==> src/rtl/pc_pkg.sv <==
// Shared definitions for the program-counter unit.
// Provides the opcode encodings that the PC unit decodes and the next-PC
// source select encoding driven on mux_control.
package pc_pkg;

  localparam logic [3:0] OP_BEQ  = 4'b1000;
  localparam logic [3:0] OP_JMP  = 4'b1001;
  localparam logic [3:0] OP_JR   = 4'b1010;
  localparam logic [3:0] OP_RET  = 4'b1011;
  localparam logic [3:0] OP_CALL = 4'b1100;

  typedef enum logic [1:0] {
    SEL_RAS = 2'b00,
    SEL_IMM = 2'b01,
    SEL_REG = 2'b10,
    SEL_SEQ = 2'b11
  } sel_e;

endpackage

==> src/rtl/pc_sequencer_ras_stack.sv <==
// Return-address stack: circular buffer with a write pointer, an occupancy
// count and sticky overflow/underflow flags.
// Ports:
//   clock, reset_n   : clock, asynchronous active-low reset
//   push, pop        : one-cycle requests (never both at once)
//   clr              : synchronous clear of the sticky flags (set wins)
//   push_data        : return address written on push
//   top              : entry just below the pointer (most recent push)
//   empty, full      : occupancy status
//   count            : occupancy, 0..RAS_DEPTH
//   overflow         : sticky, push while full
//   underflow        : sticky, pop while empty
module ras_stack #(
  parameter int unsigned RAS_DEPTH = 4,
  parameter int unsigned PC_WIDTH  = 16,
  localparam int unsigned PTR_W    = $clog2(RAS_DEPTH),
  localparam int unsigned CNT_W    = PTR_W + 1
) (
  input  logic                clock,
  input  logic                reset_n,
  input  logic                push,
  input  logic                pop,
  input  logic                clr,
  input  logic [PC_WIDTH-1:0] push_data,
  output logic [PC_WIDTH-1:0] top,
  output logic                empty,
  output logic                full,
  output logic [CNT_W-1:0]    count,
  output logic                overflow,
  output logic                underflow
);

  logic [PC_WIDTH-1:0] mem [RAS_DEPTH];
  logic [PTR_W-1:0]    ptr;
  logic [PTR_W-1:0]    top_idx;

  // Power-of-two depth lets the pointer wrap naturally.
  assign top_idx = ptr - PTR_W'(1);
  assign top     = mem[top_idx];
  assign empty   = (count == '0);
  assign full    = (count == CNT_W'(RAS_DEPTH));

  always_ff @(posedge clock or negedge reset_n) begin
    if (!reset_n) begin
      for (int unsigned i = 0; i < RAS_DEPTH; i++) mem[i] <= '0;
      ptr       <= '0;
      count     <= '0;
      overflow  <= 1'b0;
      underflow <= 1'b0;
    end else begin
      if (push) begin
        // When full the pointer sits on the oldest entry, so this write
        // overwrites it while the count saturates.
        mem[ptr] <= push_data;
        ptr      <= ptr + PTR_W'(1);
        if (!full) count <= count + CNT_W'(1);
      end else if (pop && !empty) begin
        ptr   <= top_idx;
        count <= count - CNT_W'(1);
      end
      overflow  <= (push && full)  || (overflow  && !clr);
      underflow <= (pop  && empty) || (underflow && !clr);
    end
  end

endmodule

==> src/rtl/pc_sequencer.sv <==
// Program-counter unit: owns the PC register, decodes the opcode into a
// next-PC source and manages calls/returns through an internal RAS.
// Ports:
//   clock, reset_n : clock, asynchronous active-low reset
//   enable         : 1 advances the PC, 0 stalls all state (flag clear honoured)
//   opcode         : opcode of the instruction at pc
//   eq_flag        : BEQ condition
//   imm_target     : target for BEQ/JMP/CALL
//   reg_target     : target for JR
//   clr_flags      : clears the sticky RAS flags
//   pc             : registered program counter
//   mux_control    : combinational next-PC source select
//   flush          : registered, high one cycle after a taken redirect
//   ras_count      : RAS occupancy
//   ras_overflow   : sticky RAS overflow
//   ras_underflow  : sticky RAS underflow
module pc_sequencer
  import pc_pkg::*;
#(
  parameter int unsigned PC_WIDTH     = 16,
  parameter int unsigned OP_WIDTH     = 4,
  parameter int unsigned RAS_DEPTH    = 4,
  parameter int unsigned RESET_VECTOR = 0,
  parameter int unsigned PC_STEP      = 1
) (
  input  logic                         clock,
  input  logic                         reset_n,
  input  logic                         enable,
  input  logic [OP_WIDTH-1:0]          opcode,
  input  logic                         eq_flag,
  input  logic [PC_WIDTH-1:0]          imm_target,
  input  logic [PC_WIDTH-1:0]          reg_target,
  input  logic                         clr_flags,
  output logic [PC_WIDTH-1:0]          pc,
  output logic [1:0]                   mux_control,
  output logic                         flush,
  output logic [$clog2(RAS_DEPTH):0]   ras_count,
  output logic                         ras_overflow,
  output logic                         ras_underflow
);

  sel_e                sel;
  logic                push;
  logic                pop;
  logic                ras_empty;
  logic                ras_full;
  logic [PC_WIDTH-1:0] ras_top;
  logic [PC_WIDTH-1:0] pc_seq;
  logic [PC_WIDTH-1:0] pc_next;

  assign pc_seq = pc + PC_WIDTH'(PC_STEP);

  always_comb begin
    sel  = SEL_SEQ;
    push = 1'b0;
    pop  = 1'b0;
    if (enable) begin
      case (opcode)
        OP_WIDTH'(OP_BEQ):  sel = eq_flag ? SEL_IMM : SEL_SEQ;
        OP_WIDTH'(OP_JMP):  sel = SEL_IMM;
        OP_WIDTH'(OP_JR):   sel = SEL_REG;
        OP_WIDTH'(OP_RET): begin
          pop = 1'b1;
          // Empty stack falls through sequentially; the RAS records underflow.
          sel = ras_empty ? SEL_SEQ : SEL_RAS;
        end
        OP_WIDTH'(OP_CALL): begin
          push = 1'b1;
          sel  = SEL_IMM;
        end
        default:            sel = SEL_SEQ;
      endcase
    end
  end

  always_comb begin
    pc_next = pc_seq;
    case (sel)
      SEL_RAS: pc_next = ras_top;
      SEL_IMM: pc_next = imm_target;
      SEL_REG: pc_next = reg_target;
      default: pc_next = pc_seq;
    endcase
  end

  assign mux_control = sel;

  always_ff @(posedge clock or negedge reset_n) begin
    if (!reset_n) begin
      pc    <= PC_WIDTH'(RESET_VECTOR);
      flush <= 1'b0;
    end else begin
      if (enable) pc <= pc_next;
      flush <= enable && (sel != SEL_SEQ);
    end
  end

  ras_stack #(
    .RAS_DEPTH (RAS_DEPTH),
    .PC_WIDTH  (PC_WIDTH)
  ) u_ras (
    .clock     (clock),
    .reset_n   (reset_n),
    .push      (push),
    .pop       (pop),
    .clr       (clr_flags),
    .push_data (pc_seq),
    .top       (ras_top),
    .empty     (ras_empty),
    .full      (ras_full),
    .count     (ras_count),
    .overflow  (ras_overflow),
    .underflow (ras_underflow)
  );

  // Full status is consumed inside the stack only.
  logic unused_full;
  assign unused_full = ras_full;

endmodule

==> config.mk <==
export PLATFORM = sky130hd
export DESIGN_NAME = pc_sequencer
export DESIGN_NICKNAME = d
export VERILOG_FILES = /design/src/rtl/pc_pkg.sv /design/src/rtl/pc_sequencer_ras_stack.sv /design/src/rtl/pc_sequencer.sv
export SDC_FILE = /design/constraint.sdc
export NUM_CORES = 1
export LEC_CHECK = 0
export ABC_CLOCK_PERIOD_IN_PS = 2350
export BUFFER_PORTS_ARGS = -buffer_cell sky130_fd_sc_hd__buf_2
export CAP_MARGIN = 20
export CORE_MARGIN = 5
export CORE_UTILIZATION = 40
export DETAILED_ROUTE_END_ITERATION = 8
export MAX_ROUTING_LAYER = met4
export SYNTH_ARGS = -nofsm -noshare
export SYNTH_HDL_FRONTEND = slang
export SYNTH_SLANG_ARGS = --single-unit
==> constraint.sdc <==
create_clock -name clock -period 2.35 [get_ports clock]
set_input_delay 0.47 -clock clock [delete_from_list [all_inputs] [get_ports clock]]
set_output_delay 0.47 -clock clock [all_outputs]
set_load 0.05 [all_outputs]
[After elaboration in Yosys (flattened, before gate mapping)]
Cells that the tools add are included.
Word-level totals
  register bits: 88
  bits of input ports: 41
  output and inout bits: 24
  word-level logic and storage cells: 66
Cells by class
  $add $sub $neg: 5
  magnitude comparators: 3
  eq/ne operators: 10
  muxes and demuxes: 20
  bitwise logic cells: 2
  reductions and logical operators: 16
Operators with widths (count)
  $bwmux 64: 1
  $mux 16: 3
  $pmux 16 s3: 1
  $bmux 16 s2: 1
  $demux 16 s2: 1
  $eq 4x4->1 const B: 5
  $add 16x1->16 const B: 1
  $mux 2: 5
  $mux 3: 3
  $pmux 2 s4: 1
  $logic_and 1x1->1: 7
  $ge 3x3->1 const B: 2
  $not 2->3: 2
  $mux 1: 4
  $ne 2x2->1 const B: 2
  $add 3x1->3 const B: 1
  $eq 3x3->1 const B: 1
  $logic_not 3->1: 1
  $lt 3x1->1 const B: 1
  $sub 3x1->3 const B: 1
  $add 2x1->2 const B: 1
  $eq 2x1->1 const B: 1
  $eq 2x2->1 const B: 1
  $logic_not 1->1: 2
  6 further kinds: 7

[Depth between registers and ports, before layout]
Gate-level depths: netlist (run 1).
  depth in word-level cells: 6
  depth in mapped cells: 10
  mapped depth without buffers: 6

[Cells and area by module]
A second synthesis (run 1) with hierarchy kept.
Unflattened totals
  cells, all modules: 408
  area total of the unflattened synthesis: 5108.6 µm²
Modules (own cells, without submodules)
  ras_stack: times used 1, cells an instance 202, area each 3437.0 µm², seq. area each 1776.7 µm²
  pc_sequencer: times used 1, cells an instance 206, area each 1671.6 µm², seq. area each 425.4 µm²

[Least setup slack after synthesis (run 1)]
Ideal clock, no wire load.
  path kind: register -> register
  from: register u_ras.ptr[0]
  to: register pc[5]
  setup time: 0.124 ns
  arrival: 2.359 ns
  data required time: 2.226 ns
  path slack: -0.133 ns
  stages on the path, launching flop included: 11
  path buffers: 4
  clock period less this slack: 2.483 ns
  cell sequence: dfrtp_1 > buf_6 > buf_6 > inv_1 > ha_1 > clkbuf_1 > buf_2 > mux4_2 > a22oi_1 > nor2_1 > a211o_1
On the way
  word-level cells in the longest chain between the ends: 6
Ends and longest elaborated chain
  start, declared: line pc_sequencer_ras_stack.sv:34  | logic [PTR_W-1:0] ptr;
  start signal, assigned: line pc_sequencer_ras_stack.sv:55  | ptr <= ptr + PTR_W'(1);
  start signal, assigned: line pc_sequencer_ras_stack.sv:58  | ptr <= top_idx;
  $sub 2x1->2: line pc_sequencer_ras_stack.sv:38  | assign top_idx = ptr - PTR_W'(1);
  via u_ras.top_idx[0]: line pc_sequencer_ras_stack.sv:35  | logic [PTR_W-1:0] top_idx;
  $not 2->3 (not written as such): line pc_sequencer_ras_stack.sv:39  | assign top = mem[top_idx];
  $bmux 16 s2: line pc_sequencer_ras_stack.sv:39
  $mux 16 (not written as such) (2 in series): line pc_sequencer_ras_stack.sv:39
  $pmux 16 s3: line pc_sequencer.sv:78  | case (sel)
  end signal, assigned: line pc_sequencer.sv:90  | pc <= PC_WIDTH'(RESET_VECTOR);
  end signal, assigned: line pc_sequencer.sv:93  | if (enable) pc <= pc_next;
  end, declared: line pc_sequencer.sv:34  | output logic [PC_WIDTH-1:0] pc,
The timed path passes the listed nets, and every way through them passes these cells. The select of a mux whose other input is x is not followed.
A chain may end at the register's enable or synchronous reset.

[Worst setup path in the final report (run 1)]
  from: register u_ras.count[0]
  to: output port mux_control[0]
On the way
  word-level cells in the longest chain between the ends: 4
Ends and longest elaborated chain
  start, declared: line pc_sequencer_ras_stack.sv:28  | output logic [CNT_W-1:0] count,
  start signal, assigned: line pc_sequencer_ras_stack.sv:56  | if (!full) count <= count + CNT_W'(1);
  start signal, assigned: line pc_sequencer_ras_stack.sv:59  | count <= count - CNT_W'(1);
  $logic_not 3->1: line pc_sequencer_ras_stack.sv:40  | assign empty = (count == '0);
  $mux 2: line pc_sequencer.sv:65  | sel = ras_empty ? SEL_SEQ : SEL_RAS;
  $pmux 2 s4: line pc_sequencer.sv:58  | case (opcode)
  $mux 2: line pc_sequencer.sv:57  | if (enable) begin
  end, declared: line pc_sequencer.sv:35  | output logic [1:0] mux_control,
No other way between the ends.

==> results of run 1 <==
==> worst max-delay path by stage <==
stage | depth (start not counted) | slack [ns] | endpoint
4_1_cts | 4 | 0.13 | mux_control[0]
2_1_floorplan | 10 | 0.003 | pc[5]$_DFFE_PN0P_
5_1_grt | 4 | 0.02 | mux_control[0]
3_3_place_gp | 5 | 0.28 | mux_control[0]
3_5_place_dp | 6 | 0.30 | pc[2]$_DFFE_PN0P_
6_report | 4 | 0.17 | mux_control[0]
==> logic make-up after synthesis <==
| logic type | synth area share, % |
|---|---|
| and+or+nand+nor | 16.5 |
| AOI/OAI and AO/OA | 18.8 |
| DFF | 46.9 |
| buffers and inverters | 4.90 |
| muxes | 8.85 |
| xor gates and xnor gates | 2.24 |
| adders and majority gates | 1.76 |
==> worst max-delay path: stages (launching register included) <==
cell and delay, ns:
dfrtp_1 0.42, nor4b_1 0.39, nor2_1 0.15, inv_1 0.13, buf_2 0.28
==> where the power goes <==
| group | switching, mW | internal [mW] | leakage [nW] |
|---|---|---|---|
| sequential | 0.423 | 2.06 | 1.14 |
| clock | 0.602 | 0.937 | 0.153 |
| combinational | 1.56 | 1.06 | 1.18 |
| total | 2.59 | 4.06 | 2.47 |
==> state kept, by name, summed over array words and instances (netlist names) <==
name             cells
u_ras.mem           64
pc                  16
u_ras.count          3
u_ras.ptr            2
flush                1
u_ras.overflow       1
u_ras.underflow      1
==> metal layers <==
metal	global-route usage, %	vias up
li1	-	1857
met1	26.5	1913
met2	30.7	110
met3	3.72	13
met4	6.02	0
met5	-	-
==> layout by cell type, fill, tap and decap left out, drive strengths merged, types with 10 or more instances in the layout <==
master and count:
inv 18, clkbuf 10, nand2 75, a31oi 11, nor2 15, buf 93
o21ai 72, nand3 15, mux4 16, xnor2 10, dfrtp 88
==> per-stage QoR <==
step	instances	setup WS (ns)	instance area, um^2	total power, mW	hold slack, ns
6_report	687	0.173	5600	6.65	0.0710
5_1_grt	687	0.0159	5600	7.07	0.103
4_1_cts	687	0.134	5600	6.69	0.0806
3_5_place_dp	671	0.296	5280	5.13	0.451
3_3_place_gp	671	0.284	5280	5.07	0.446
2_1_floorplan	468	0.00334	4700	4.30	0.174
==> area by class of cell <==
class,instances,share of cell area (%)
Timing Repair Buffer,93,10.3
Tap cell,143,3.19
Multi-Input combinational cell,331,40.4
Clock buffer,10,4.09
Clock inverter,6,1.61
Sequential cell,88,39.3
Inverter,16,1.12
==> run summary, run 1 <==
Filler cells: 1056
Clock root cell: clkbuf_16
Sequential share of the synthesized area: 46.9%
Register area: 2200 um^2
Vias in the first global route: 3894
Pins over their slew limit: 0
Finished Core Util: 48.9%
#FFs+latches synth: 88
Post-CTS resize count: 0
CORE AREA: 11500 um^2
Max Freq: 0.459 GHz
CP required: 1.88 ns
Multi-input gate area: 2260 um^2
Max-cap violation count: 0
FP Rows: 39
Crit path kind: reg2out
DR WL met3: 686 um
Most frequent cells after synthesis: dfrtp_1 (88), nand2_1 (75), o21ai_0 (72)
Cts hold-fix bufs: 0
Setup TNS: 0 ns
Final period util: 92.6%
Clk slew on worst S/H paths: 0.07 ns
CP endpoint kind: output port
Worst path arrival time: 1.71 ns
RSZ-0062 raised after global routing: no
Die Y: 118 um
Drt pass-1 iters: 7
Hold/Removal Path Class: in2async
Yosys warnings: 0
Initial Utilization: 40.9%
CTS max path bufs: 2
Asr flop ratio synth: 100%
Clock Sinks: 88
Final hold vios: 0
Cell accounting for the most synthesized area: dfrtp_1
Layout area overhead: 19.3%
CP startpoint: u_ras.count[0]$_DFFE_PN0P_
Initial antenna violation count: 0
Port buffer count: 64
Number of H-tree levels: 3
Post-Syn Instances: 468
Remaining Overflow, GRT: 0
Predominant post-synthesis flop cell: dfrtp_1
Placer congestion estimate: 0.926
Via density: 5.67
Final antenna diode count: 0
Top routing layer in use: met4
Startpoint Class: flip-flop
Measured slew at the worst slew-check pin: 0.480 ns
CTS tree: built
Worst skew pair latency: 0.34 ns
Synth top area cells: dfrtp_1 (47%), o21ai_0 (7.7%), mux4_2 (7.7%), nand2_1 (6.0%), xnor2_1 (1.9%)
Routed len/inst: 19.0 um
Cell Area, Synth: 4690 um^2
HPWL after detailed placement: 9670 um
Static Leak: 2.47 nW
CP Max Fanout: 3
Mapped Avg Cell Area: 10.0 um^2
First-pass GRT wire length: 21500 um
Nets: 586
DR WL met2: 6340 um
Routed vias: 3893
Layout cells sized above 1: 25.4%
Antenna viol nets, final: 0
R2R cell count: 5
Die ar.: 14000 um^2
Status: completed
Synth cell types: 59
Reg2reg end: u_ras.mem[46]$_DFFE_PN0P_
Metal1 wirelength: 5880 um
Largest net degree at the start of global routing: 33
Final setup fails: 0
Most numerous cell in the Yosys netlist: dfrtp_1
Mapped Nets: 515
Io pins: 65
Minimum clock period: 2.18 ns
Die width: 118 um
Post-synth EDFFs: 0
R2R Path Start: pc[1]$_DFFE_PN0P_
Wirelength, routed: 13100 um
Clock skew: 0.00812 ns
PD cells: 1190 nW/um^2
GRT Total Usage: 19.8%
Share of the synthesized area in the top cell type: 46.9%
Peak supply drop: 0.514 mV
Iter 0 DRT Violations: 345
Slew HR: 67.8%
Post-CTS setup buffer count: 0
Num CTS Buffers: 9
Reg-to-reg slack, setup: 0.29 ns
Remaining DRCs: 0
Power figures use the tool's default switching activity.
==> run 2, diff against run 1 <==
Settings changed: ABC_CLOCK_PERIOD_IN_PS 2350 to 2000.
Clock period 2.35 ns to 2 ns, I/O delays scaled along.
==> run 2 against run 1 <==
Sequential power is 17% higher; cell area up 1.7%; worst setup slack worse by 0.12 ns; combinational power grew 24%; critical endpoint is now mux_control[1]; largest cell class unchanged.
==> run summary, run 2 (synthesis gave the netlist of run 1 again) <==
Proportion of power drawn by the clock network: 20.5% (was 23.2%)
Placed instance count: 678 (was 671)
Setup Slack @ Placement: 0.0353 ns (was 0.296 ns)
Number of H-tree levels: 3 (unchanged)
Num CTS Buffers: 9 (unchanged)
Final period util: 97.4%
Status: completed (unchanged)
Wirelength, routed: 13100 um (about the same)
Static Leak: 2.50 nW (was 2.47 nW)
Reg power frac: 37.5% (was 37.4%)
Antenna viol nets, final: 0 (unchanged)
Routed vias: 3976 (was 3893)
Internal: 4.67 mW (was 4.06 mW)
Non-filler cells, final: 696 (was 687)
Drt pass-1 iters: 5 (was 7)
Commonest non-fill, non-tap cell in the layout: dfrtp_1 (unchanged)
CORE AREA: 11500 um^2 (unchanged)
Worst path arrival time: 1.55 ns (was 1.71 ns)
FP Rows: 39 (unchanged)
Minimum clock period: 1.95 ns
Placer congestion estimate: 0.983 (was 0.926)
Die width: 118 um (unchanged)
First-pass GRT wire length: 21400 um (was 21500 um)
Max Freq: 0.513 GHz
Startpoint Class: flip-flop (unchanged)
Die ar.: 14000 um^2 (unchanged)
GRT Total Usage: 19.7% (was 19.8%)
Largest Register: u_ras.mem (unchanged)
Vias in the first global route: 4084 (was 3894)
Hold/Removal Path Class: in2reg (was in2async)
Clock skew: 0.00368 ns (was 0.00812 ns)
Final hold vios: 0 (unchanged)
Worst skew pair latency: 0.34 ns (about the same)
Routed len/inst: 18.8 um (was 19.0 um)
Initial antenna violation count: 0 (unchanged)
Layout area overhead: 21.3% (was 19.3%)
Pins over their slew limit: 0 (unchanged)
Remaining Overflow, GRT: 0 (unchanged)
CP endpoint kind: output port (unchanged)
Largest regs: u_ras.mem x64, pc x16, u_ras.count x3 (unchanged)
Hold path depth: 3
Sw power: 3.05 mW (was 2.59 mW)
Die Y: 118 um (unchanged)
R2R cell count: 5 (unchanged)
Crit path kind: reg2out (unchanged)
Measured slew at the worst slew-check pin: 0.502 ns (was 0.480 ns)
Io pins: 65 (unchanged)
Comb power frac: 42.0% (was 39.5%)
Max reg flops: 64 (unchanged)
Max-cap violation count: 0 (unchanged)
Placed cell area: 5360 um^2 (was 5280 um^2)
PD cells: 1360 nW/um^2 (was 1190 nW/um^2)
Clk slew on worst S/H paths: 0.06 ns (was 0.07 ns)
Final worst setup slack: 0.0524 ns (was 0.173 ns)
Nets: 596 (was 586)
HPWL after detailed placement: 9490 um (was 9670 um)
Iter 0 DRT Violations: 301 (was 345)
CTS tree: built (unchanged)
CP Max Fanout: 3 (unchanged)
RSZ-0062 raised after global routing: yes (was no)
Final setup fails: 0 (unchanged)
Highest-count cells in the layout ignoring fill and taps: dfrtp_1 (83), nand2_1 (75), o21ai_0 (72) (was dfrtp_1 (88), nand2_1 (75), o21ai_0 (72))
Slew HR: 66.3% (was 67.8%)
CTS max path bufs: 2 (unchanged)
Port buffer count: 64 (unchanged)
Clock root cell: clkbuf_16 (unchanged)
Post-route cell area: 5700 um^2 (was 5600 um^2)
Switching share of power: 39.5% (was 38.9%)
Clock Sinks: 88 (unchanged)
Peak supply drop: 0.974 mV (was 0.514 mV)
Initial Utilization: 40.9% (unchanged)
Remaining DRCs: 0 (unchanged)
Layout cells sized above 1: 28.9% (was 25.4%)
CP required: 1.60 ns (was 1.88 ns)
Via density: 5.71 (was 5.67)
Largest net degree at the start of global routing: 46 (was 33)
Final antenna diode count: 0 (unchanged)
run 2: final timing paths:
check	slack, ns	startpoint	to
min in group asynchronous	0.50	reset_n	u_ras.mem[1]$_DFFE_PN0P_
worst max register to register	0.10	u_ras.count[1]$_DFFE_PN0P_	pc[14]$_DFFE_PN0P_
worst min-delay path	0.33	clr_flags	u_ras.underflow$_DFF_PN0_
worst max-delay path	0.05	u_ras.count[1]$_DFFE_PN0P_	mux_control[1]
worst min register to register	0.48	u_ras.mem[45]$_DFFE_PN0P_	u_ras.mem[45]$_DFFE_PN0P_
max in group asynchronous	0.87	reset_n	pc[0]$_DFFE_PN0P_
run 2: final cells by class:
class	count	area, um^2
clock buffer	11	243
sequential	88	2210
multi-input combinational	331	2310
fill	1072	5770
tap	143	179
inverter	16	67.6
timing repair buffer	103	659
clock inverter	4	30.0
run 2: repair_timing:
| item | in CTS | in global routing |
|---|---|---|
| endpoints found under the hold margin | 19 | 0 |
| hold buffers | 1 | 0 |
| pin swaps | 0 | 3 |
| endpoints found under the setup margin | 2 | 13 |
| setup buffers | 0 | 2 |
| gates resized for setup | 5 | 8 |
run 2: routing by layer:
layer | vias up | track usage, % | wire [um]
met2 | 113 | 31.4 | 6320
met3 | 24 | 3.63 | 591
met4 | 0 | 6.81 | 355
met5 | - | - | 0
li1 | 1877 | - | -
met1 | 1962 | 25.2 | 5800
run 2: power groups by stage:
stage | Clock (mW) | Combinational (mW) | Sequential, mW
after floorplan | 0 | 1.94 | 3.24
after global placement | 0 | 3.11 | 2.88
after detailed placement | 0 | 3.18 | 2.90
after CTS | 1.60 | 3.20 | 2.88
after global routing | 1.69 | 3.55 | 2.97
final | 1.58 | 3.24 | 2.90
run 2: critical path, cell delays in order, from the launching register on:
cell      delay (ns)
dfrtp_2         0.44
nor4b_4         0.36
nand4b_1        0.15
nand3_2         0.11
buf_8           0.15
run 2: metrics by stage:
| stage | hold WS (ns) | total power, mW | utilization (%) | setup TNS [ns] |
|---|---|---|---|---|
| floorplan | 0.104 | 5.18 | - | -0.0525 |
| global placement | 0.317 | 5.99 | 46.7 | 0 |
| detailed placement | 0.318 | 6.08 | 46.7 | 0 |
| CTS | 0.324 | 7.69 | 49.4 | 0 |
| global route | 0.342 | 8.21 | 49.7 | -0.0305 |
| finish | 0.325 | 7.72 | 49.7 | 0 |
